==> src/rtl/seg7_scan_capture.sv <==
`default_nettype none
// ============================================================================
//  Module   : seg7_scan_capture
//  Purpose  : Receive side of the multiplexed seven-segment display driver.
//             Samples the scanned anode/cathode lines, waits for each pair to
//             settle, decodes the cathode pattern back to a hex nibble and
//             assembles one four-digit scan frame into a 16-bit word with a
//             single-cycle valid strobe. Error and timeout pulses flag
//             undecodable patterns, illegal anode codes and stalled frames.
//  Revision : 1.0  initial release
// ============================================================================
module seg7_scan_capture #(
   parameter int STABLE_CYCLES  = 1,     // edges a pair must hold (1..15)
   parameter int TIMEOUT_CYCLES = 1024   // idle cycles before a partial frame is dropped (16..65535)
) (
   input  logic        clk,
   input  logic        rst,          // asynchronous, active-low
   input  logic [3:0]  anode,        // one-hot digit select, active-high
   input  logic [6:0]  cathode,      // {g,f,e,d,c,b,a}, active-low
   output logic [15:0] digits,
   output logic [3:0]  blank_mask,
   output logic        frame_valid,
   output logic        seg_err,
   output logic        anode_err,
   output logic        timeout
);

   localparam logic [3:0]  c_stable   = 4'(STABLE_CYCLES);
   localparam logic [15:0] c_tmo_last = 16'(TIMEOUT_CYCLES - 1);
   localparam logic [6:0]  c_blank    = 7'h7F;

   // ------------------------------------------------------------------
   // Input sample stage
   // ------------------------------------------------------------------
   logic [3:0] r_anode;
   logic [6:0] r_cathode;
   logic [3:0] r_prev_anode;
   logic [6:0] r_prev_cathode;

   // Register the raw pins, and keep the previous sample to detect changes.
   always_ff @(posedge clk or negedge rst) begin
      if (!rst) begin
         r_anode        <= 4'h0;
         r_cathode      <= c_blank;
         r_prev_anode   <= 4'h0;
         r_prev_cathode <= c_blank;
      end else begin
         r_prev_anode   <= r_anode;
         r_prev_cathode <= r_cathode;
         r_anode        <= anode;
         r_cathode      <= cathode;
      end
   end

   // ------------------------------------------------------------------
   // Stability counter and capture event
   // ------------------------------------------------------------------
   logic [3:0] r_stab;
   logic [3:0] w_stab_next;
   logic       w_changed;
   logic       w_capture;

   // A new sample value reloads the count to 1; an unchanged one counts up
   // and saturates. Capture fires only on the edge the count first lands on
   // the threshold, so a long hold yields exactly one capture.
   always_comb begin
      w_changed   = (r_anode != r_prev_anode) || (r_cathode != r_prev_cathode);
      w_stab_next = r_stab;
      if (w_changed) begin
         w_stab_next = 4'd1;
      end else if (r_stab >= c_stable) begin
         w_stab_next = c_stable;
      end else begin
         w_stab_next = r_stab + 4'd1;
      end
      w_capture = (w_stab_next == c_stable) && (w_changed || (r_stab != c_stable));
   end

   // Stability count register.
   always_ff @(posedge clk or negedge rst) begin
      if (!rst) begin
         r_stab <= 4'd0;
      end else begin
         r_stab <= w_stab_next;
      end
   end

   // ------------------------------------------------------------------
   // Cathode pattern decode
   // ------------------------------------------------------------------
   logic [3:0] w_dec_val;
   logic       w_dec_ok;
   logic       w_dec_blank;

   // Map each legal active-low segment pattern back to its hex value;
   // all-off is a legal blank digit whose nibble reads as zero.
   always_comb begin
      w_dec_val   = 4'h0;
      w_dec_ok    = 1'b1;
      w_dec_blank = 1'b0;
      case (r_cathode)
         7'h40: w_dec_val = 4'h0;
         7'h79: w_dec_val = 4'h1;
         7'h24: w_dec_val = 4'h2;
         7'h30: w_dec_val = 4'h3;
         7'h19: w_dec_val = 4'h4;
         7'h12: w_dec_val = 4'h5;
         7'h02: w_dec_val = 4'h6;
         7'h78: w_dec_val = 4'h7;
         7'h00: w_dec_val = 4'h8;
         7'h10: w_dec_val = 4'h9;
         7'h08: w_dec_val = 4'hA;
         7'h03: w_dec_val = 4'hB;
         7'h46: w_dec_val = 4'hC;
         7'h21: w_dec_val = 4'hD;
         7'h06: w_dec_val = 4'hE;
         7'h0E: w_dec_val = 4'hF;
         7'h7F: w_dec_blank = 1'b1;
         default: w_dec_ok = 1'b0;
      endcase
   end

   // ------------------------------------------------------------------
   // Slot classification and pending-frame merge
   // ------------------------------------------------------------------
   logic        w_anode_zero;
   logic        w_onehot;
   logic [3:0]  w_seen_set;
   logic        w_complete;
   logic [15:0] r_pend_dig;
   logic [3:0]  r_pend_blank;
   logic [3:0]  r_seen;
   logic [15:0] w_merge_dig;
   logic [3:0]  w_merge_blank;

   // Classify the sampled anode and work out whether this write finishes a frame.
   always_comb begin
      w_anode_zero = (r_anode == 4'h0);
      w_onehot     = !w_anode_zero && ((r_anode & (r_anode - 4'h1)) == 4'h0);
      w_seen_set   = r_seen | r_anode;
      w_complete   = w_capture && w_onehot && w_dec_ok && (w_seen_set == 4'hF);
   end

   // Pending contents with the currently selected slot replaced by the new
   // decode; used both for the pending write and for the frame load so the
   // completing slot appears in the published word on the same edge.
   genvar gi;
   generate
      for (gi = 0; gi < 4; gi++) begin : g_slot
         assign w_merge_dig[4*gi +: 4] = r_anode[gi] ? w_dec_val   : r_pend_dig[4*gi +: 4];
         assign w_merge_blank[gi]      = r_anode[gi] ? w_dec_blank : r_pend_blank[gi];
      end
   endgenerate

   // ------------------------------------------------------------------
   // Frame assembly, error pulses and partial-frame timeout
   // ------------------------------------------------------------------
   logic [15:0] r_tcnt;

   // A capture always takes precedence over the timeout; among captures the
   // anode code is judged before the segment pattern.
   always_ff @(posedge clk or negedge rst) begin
      if (!rst) begin
         r_pend_dig   <= 16'h0000;
         r_pend_blank <= 4'h0;
         r_seen       <= 4'h0;
         r_tcnt       <= 16'h0000;
         digits       <= 16'h0000;
         blank_mask   <= 4'h0;
         frame_valid  <= 1'b0;
         seg_err      <= 1'b0;
         anode_err    <= 1'b0;
         timeout      <= 1'b0;
      end else begin
         frame_valid <= 1'b0;
         seg_err     <= 1'b0;
         anode_err   <= 1'b0;
         timeout     <= 1'b0;
         if (w_capture) begin
            r_tcnt <= 16'h0000;
            if (w_anode_zero) begin
               // Display idle or blanked: abandon any partial frame quietly.
               r_seen <= 4'h0;
            end else if (!w_onehot) begin
               anode_err <= 1'b1;
               r_seen    <= 4'h0;
            end else if (!w_dec_ok) begin
               seg_err <= 1'b1;
               r_seen  <= 4'h0;
            end else begin
               r_pend_dig   <= w_merge_dig;
               r_pend_blank <= w_merge_blank;
               if (w_complete) begin
                  digits      <= w_merge_dig;
                  blank_mask  <= w_merge_blank;
                  frame_valid <= 1'b1;
                  r_seen      <= 4'h0;
               end else begin
                  r_seen <= w_seen_set;
               end
            end
         end else if (r_seen == 4'h0) begin
            r_tcnt <= 16'h0000;
         end else if (r_tcnt == c_tmo_last) begin
            timeout <= 1'b1;
            r_seen  <= 4'h0;
            r_tcnt  <= 16'h0000;
         end else begin
            r_tcnt <= r_tcnt + 16'h0001;
         end
      end
   end

endmodule
`default_nettype wire

==> config.mk <==
export PLATFORM = sky130hd
export DESIGN_NAME = seg7_scan_capture
export DESIGN_NICKNAME = d
export VERILOG_FILES = /design/src/rtl/seg7_scan_capture.sv
export SDC_FILE = /design/constraint.sdc
export NUM_CORES = 1
export LEC_CHECK = 0
export ABC_AREA = 1
export CAP_MARGIN = 30
export CORE_ASPECT_RATIO = 1.2
export CORE_UTILIZATION = 57
export DETAILED_ROUTE_END_ITERATION = 6
export PLACE_DENSITY = 0.82
export SYNTH_ARGS = -nofsm -noshare
export SYNTH_HDL_FRONTEND = slang
export SYNTH_SLANG_ARGS = --single-unit
==> constraint.sdc <==
create_clock -name clk -period 2.6 [get_ports clk]
set_input_delay 0.78 -clock clk [delete_from_list [all_inputs] [get_ports clk]]
set_output_delay 0.78 -clock clk [all_outputs]
set_load 0.1 [all_outputs]
== Word level (Yosys, flattened, before mapping) ==
Cells that the tools add are included.
W data, S select, Z words.

* Output and inout bits: 24
* Bits in registers: 90
* Bits of input ports: 13
* Word-level logic and storage cells: 100

* Equal/unequal tests: 23
* $add $sub $neg: 3
* Reduce and logical (&&, ||, !) cells: 17
* $lt $le $gt $ge: 1
* Bitwise operators: 3
* Mux-type cells: 38

{| class="wikitable"
|+ Operators by type and width
! operator !! count
|-
| $pmux W4 S15 || 1
|-
| $mux W4 || 13
|-
| $mux W16 || 3
|-
| $eq A7 B7 Y1 const B || 5
|-
| $eq A7 B5 Y1 const B || 3
|-
| $eq A7 B6 Y1 const B || 3
|-
| $mux W1 || 21
|-
| $reduce_or A17 Y1 || 1
|-
| $add A16 B1 Y16 const B || 1
|-
| $eq A16 B10 Y1 const B || 1
|-
| $eq A7 B2 Y1 const B || 2
|-
| $eq A7 B4 Y1 const B || 2
|-
| $logic_not A4 Y1 || 3
|-
| $eq A7 B3 Y1 const B || 1
|-
| $logic_not A7 Y1 || 1
|-
| $ne A7 B7 Y1 || 1
|-
| $logic_and A1 B1 Y1 || 5
|-
| $reduce_and A5 Y1 || 1
|-
| $add A4 B1 Y4 const B || 1
|-
| $and A4 B4 Y4 || 1
|-
| $eq A4 B1 Y1 const B || 1
|-
| $eq A4 B4 Y1 const B || 1
|-
| $ge A4 B1 Y1 const B || 1
|-
| $ne A4 B1 Y1 const B || 1
|-
| 10 further kinds || 11
|}

== Depth between registers and ports, before layout ==
* Depth in word-level cells: 13
* Gate-level depth with buffers: 14

== Worst setup path after synthesis ==
OpenSTA, ideal clock, no wires.

* Path type: flip-flop to flip-flop
* Start point: register r_cathode[6]
* End point: register r_seen[0]
* Clock period less this slack: 1.796 ns
* Cell stages (with the launch flop): 14
* Data required time: 2.476 ns
* Arrival: 1.672 ns
* Path buffers: 2
* Slack: 0.804 ns
* Path through: dfstp_2 inv_2 nand3_1 nor2_1 nor2_1 nand3_1 nor2_1 nand2_1 nand2_1 nor2_4 buf_6 buf_6 o211ai_1 nand2_1

* Cells in the longest elaborated chain, start to end: 13
* Elaborated cells between the ends (all ways): 36

{| class="wikitable"
|+ Ends and longest elaborated chain
! element !! line !! source
|-
| start, declared || 36 || <nowiki>logic [6:0] r_cathode;</nowiki>
|-
| start signal, assigned || 44 || <nowiki>r_cathode <= c_blank;</nowiki>
|-
| start signal, assigned || 51 || <nowiki>r_cathode <= cathode;</nowiki>
|-
| $ne A7 B7 Y1 || 67 || <nowiki>w_changed = (r_anode != r_prev_anode) || (r_cathode != r_prev_cathode);</nowiki>
|-
| $logic_or A1 B1 Y1 || 67 ||
|-
| $mux W4 || 69 || <nowiki>if (w_changed) begin</nowiki>
|-
| $eq A4 B1 Y1 || 76 || <nowiki>w_capture = (w_stab_next == c_stable) && (w_changed || (r_stab != c_stable));</nowiki>
|-
| $logic_and A1 B1 Y1 || 76 ||
|-
| $logic_and A1 B1 Y1 (3 in series) || 141 || <nowiki>w_complete = w_capture && w_onehot && w_dec_ok && (w_seen_set == 4'hF);</nowiki>
|-
| $mux W4 || 193 || <nowiki>if (w_complete) begin</nowiki>
|-
| $mux W4 || 187 || <nowiki>end else if (!w_dec_ok) begin</nowiki>
|-
| $mux W4 || 184 || <nowiki>end else if (!w_onehot) begin</nowiki>
|-
| $mux W4 || 181 || <nowiki>if (w_anode_zero) begin</nowiki>
|-
| $mux W4 || 179 || <nowiki>if (w_capture) begin</nowiki>
|-
| end signal, assigned || 199 || <nowiki>r_seen <= w_seen_set;</nowiki>
|-
| end, declared || 132 || <nowiki>logic [3:0] r_seen;</nowiki>
|}

Several ways; a longest one is shown, not always the timed one.
A chain may end at the register's enable or synchronous reset.

== Worst setup path after layout ==
* Start point: register r_cathode[5]
* End point: register blank_mask[3]

* Cells in the longest elaborated chain, start to end: 9
* Elaborated cells between the ends (all ways): 31

{| class="wikitable"
|+ Ends and longest elaborated chain
! element !! line !! source
|-
| $ne A7 B7 Y1 || 67 ||
|-
| $logic_or A1 B1 Y1 || 67 ||
|-
| $mux W4 || 69 ||
|-
| $eq A4 B1 Y1 || 76 ||
|-
| $logic_and A1 B1 Y1 || 76 ||
|-
| $logic_and A1 B1 Y1 (3 in series) || 141 ||
|-
| $reduce_and A5 Y1 (no line) || - ||
|-
| end signal, assigned || 195 || <nowiki>blank_mask <= w_merge_blank;</nowiki>
|-
| end, declared || 21 || <nowiki>output logic [3:0] blank_mask,</nowiki>
|}

Several ways; a longest one is shown, not always the timed one.

==> metrics <==
Critical-path top delay cell=dfstp_2; antenna diode count=0; vias in the first global route=3288; placed instance area=4590 um2; CP startpoint=r_cathode[5]$_DFF_PN1_; Layout Nets=559; Register-to-Register Path Depth=12; crit-path cells=nand3_1 -> nor3_1 -> nor2_1 -> nand2_1 -> nor2_1 -> nand2_1 -> nand2_1 -> nor2_4 -> nand2_1 -> buf_4 -> nand2_1 -> nand2_1; largest net degree at the start of global routing=59; CP startpoint kind=register; Starting Density=0.603; CTS tree=built; Top FF cell, synth=dfrtp_1; syn nets=522; FILL cells=574; Slew HR=0.606; share of post-route cells with drive strength above 1=0.136; Top cell by count, worst path=nand2_1; critical path fanouts, max=20; Synth Register Bits=90; Critical Path RT=2.85 ns; Comb power frac=0.092; CP Capture Type=register; Gate Count Post-Synth=505; Final ANT Viol Nets=0; unrepaired setup endpoints after global routing=no; Setup Viol. Count Final=0; Max Fclk=0.444 GHz; CTS H-tree depth=3; Clock Latency Late Sink=0.36 ns; Die W=80.4 um; cell row count=33; Initial DRC Count=230; Worst Path Arrival=2.50 ns; reg2reg start=r_cathode[5]$_DFF_PN1_; Psw=670 uW; internal power=2.06 mW; Setup Skew=0.0133 ns; Layout area overhead=13.7%; first-pass GRT wire length=14300 um; top post-synthesis cells by area=dfrtp_1 (45%), nand2_1 (13%), dfstp_2 (8.7%), nand3_1 (5.2%), nor2_1 (4.9%); # port buffers=36; synth warn=0; setup_tns=0 ns; HP Class=input pin to asynchronous set/reset pin; Placed Instances=618; slowest stage delay, CP=0.60 ns; post-route setup slack=0.347 ns; switching share of power=0.245; Register Area=2270 um2; Total Wirelength=8230 um; reg2reg end=blank_mask[3]$_DFFE_PN0P_; Post-Place Setup Slack=0.381 ns; Pwr Total=2.73 mW; Post-Syn Area per Cell=8.33 um2; area share of the largest cell type after synthesis=0.452; period utilization=0.867; synthesized cell area=4210 um2; Final min period=2.25 ns; status=complete, no violations; Congestion Overflow GR=0; post-detailed-route via-to-cell ratio=5.41; maxcap violations=0; GP Congestion=0.971; Fin. Hold Viols=0; WS Path Type=register to register; setup bufs post-CTS=0; Sink Count=90; Clock Tree Root=clkbuf_8; CTS max path bufs=2; CTS Hold Bufs=0; Initial DRT Pass Iterations=5; Core Region=6980 um2; part of the power in registers=0.549; wire per inst=13.0 um; post-synth cell types=31; Finished Cell Area=4780 um2; Non-Filler Instances=632; Multi-input gate area=1670 um2; register area share after synthesis=0.540; initial antenna violation count=0; Async SR Flop Fraction=1.00; HPWL after DPL=5880 um; Synth area leader=dfrtp_1; Die ar.=7730 um2; Die H=96.1 um; Slew Limit Fails=0; flop2flop setup slack=0.35 ns; Synth top cells by count=nand2_1 (149), dfrtp_1 (76), nor2_1 (55); IO Count=37; worst-margin pin slew=0.586 ns; Post-synth EDFFs=0; GRT Total Usage=0.245; Lkg Pwr=2.34 nW; PwrDens=571 nW/um2; clock power share=0.360; # resized after CTS=0; DRC violations left=0; DR vias=3422; CTS buffer count=9; most frequent cell after synthesis=nand2_1; Max VDD drop=0.397 mV; Reg clk slew, reported paths=0.08 ns
==> worst max-delay path by stage <==
stage,cells past startpoint,to
floorplan,13,r_seen[0]$_DFFE_PN0P_
global placement,14,digits[4]$_DFFE_PN0P_
detailed placement,14,digits[14]$_DFFE_PN0P_
CTS,14,digits[14]$_DFFE_PN0P_
global route,12,digits[7]$_DFFE_PN0P_
finish,12,blank_mask[3]$_DFFE_PN0P_
==> layout make-up <==
type / instances / area share
clock buffers: 10 / 0.0267
clock inverters: 4 / 0.0144
inverters: 46 / 0.0361
multi-input cells: 353 / 0.349
flip-flops and latches: 90 / 0.475
well taps: 87 / 0.0228
repair buffers: 42 / 0.0769
==> kinds of logic after synthesis <==
| kind of cell | synth area share |
|---|---|
| AO/OA/AOI/OAI | 0.0571 |
| XOR/XNOR | 0.0333 |
| adder cells (fa/ha/maj) | 0.0119 |
| AND/OR/NAND/NOR | 0.291 |
| other | 0.000891 |
| buffers and inverters | 0.0657 |
| flip-flops | 0.540 |
==> layer usage <==
metal | global-route usage | vias to the layer above | wire length [um]
li1 | - | 1687 | -
met4 | 0.103 | 0 | 152
met3 | 0.0559 | 16 | 430
met5 | 0 | - | 0
met1 | 0.305 | 1623 | 3530
met2 | 0.410 | 96 | 4120
==> per-stage QoR <==
| stage | hold slack (ns) | utilization |
|---|---|---|
| final | 0.351 | 0.685 |
| after global routing | 0.380 | 0.685 |
| after CTS | 0.356 | 0.685 |
| after detailed placement | 0.389 | 0.657 |
| after global placement | 0.384 | 0.657 |
| after floorplan | 0.349 | - |
==> worst max-delay path, delay by kind of cell (launching register included) <==
family	cells	cell delay (ns)
buf+inv	1	0.22
flops	1	0.60
simple gates	11	1.33
==> sequential cells by signal (all words and copies together), names as in the netlist <==
register        cells
digits             16
r_pend_dig         16
r_tcnt             16
r_cathode           7
r_prev_cathode      7
blank_mask          4
r_anode             4
r_pend_blank        4
r_prev_anode        4
r_seen              4
r_stab              4
anode_err           1
frame_valid         1
seg_err             1
timeout             1
==> layout by cell type (no fill, tap or decap), drive strengths merged, types with 2 or more instances in the layout <==
cell type      count
nand2            150
a21oi              3
nor4               4
o211ai             6
and3               2
dfrtp             76
xnor2             10
xor2               6
clkdlybuf4s50     11
clkbuf            10
buf               31
dfstp             14
nor2              61
ha                 4
inv               46
nand3             44
o21ai             36
nand4              6
nor3              12
or2                2
clkinv             2
bufinv             2
nand3b             4
==> power groups by stage <==
stage / sequential [mW] / combinational, mW / clock, mW
final: 1.50 / 0.250 / 0.983
after global routing: 1.51 / 0.283 / 1.06
after CTS: 1.50 / 0.252 / 1.00
after detailed placement: 1.53 / 0.250 / 0
after global placement: 1.52 / 0.242 / 0
after floorplan: 1.56 / 0.126 / 0
(Power assumes the default switching activity.)
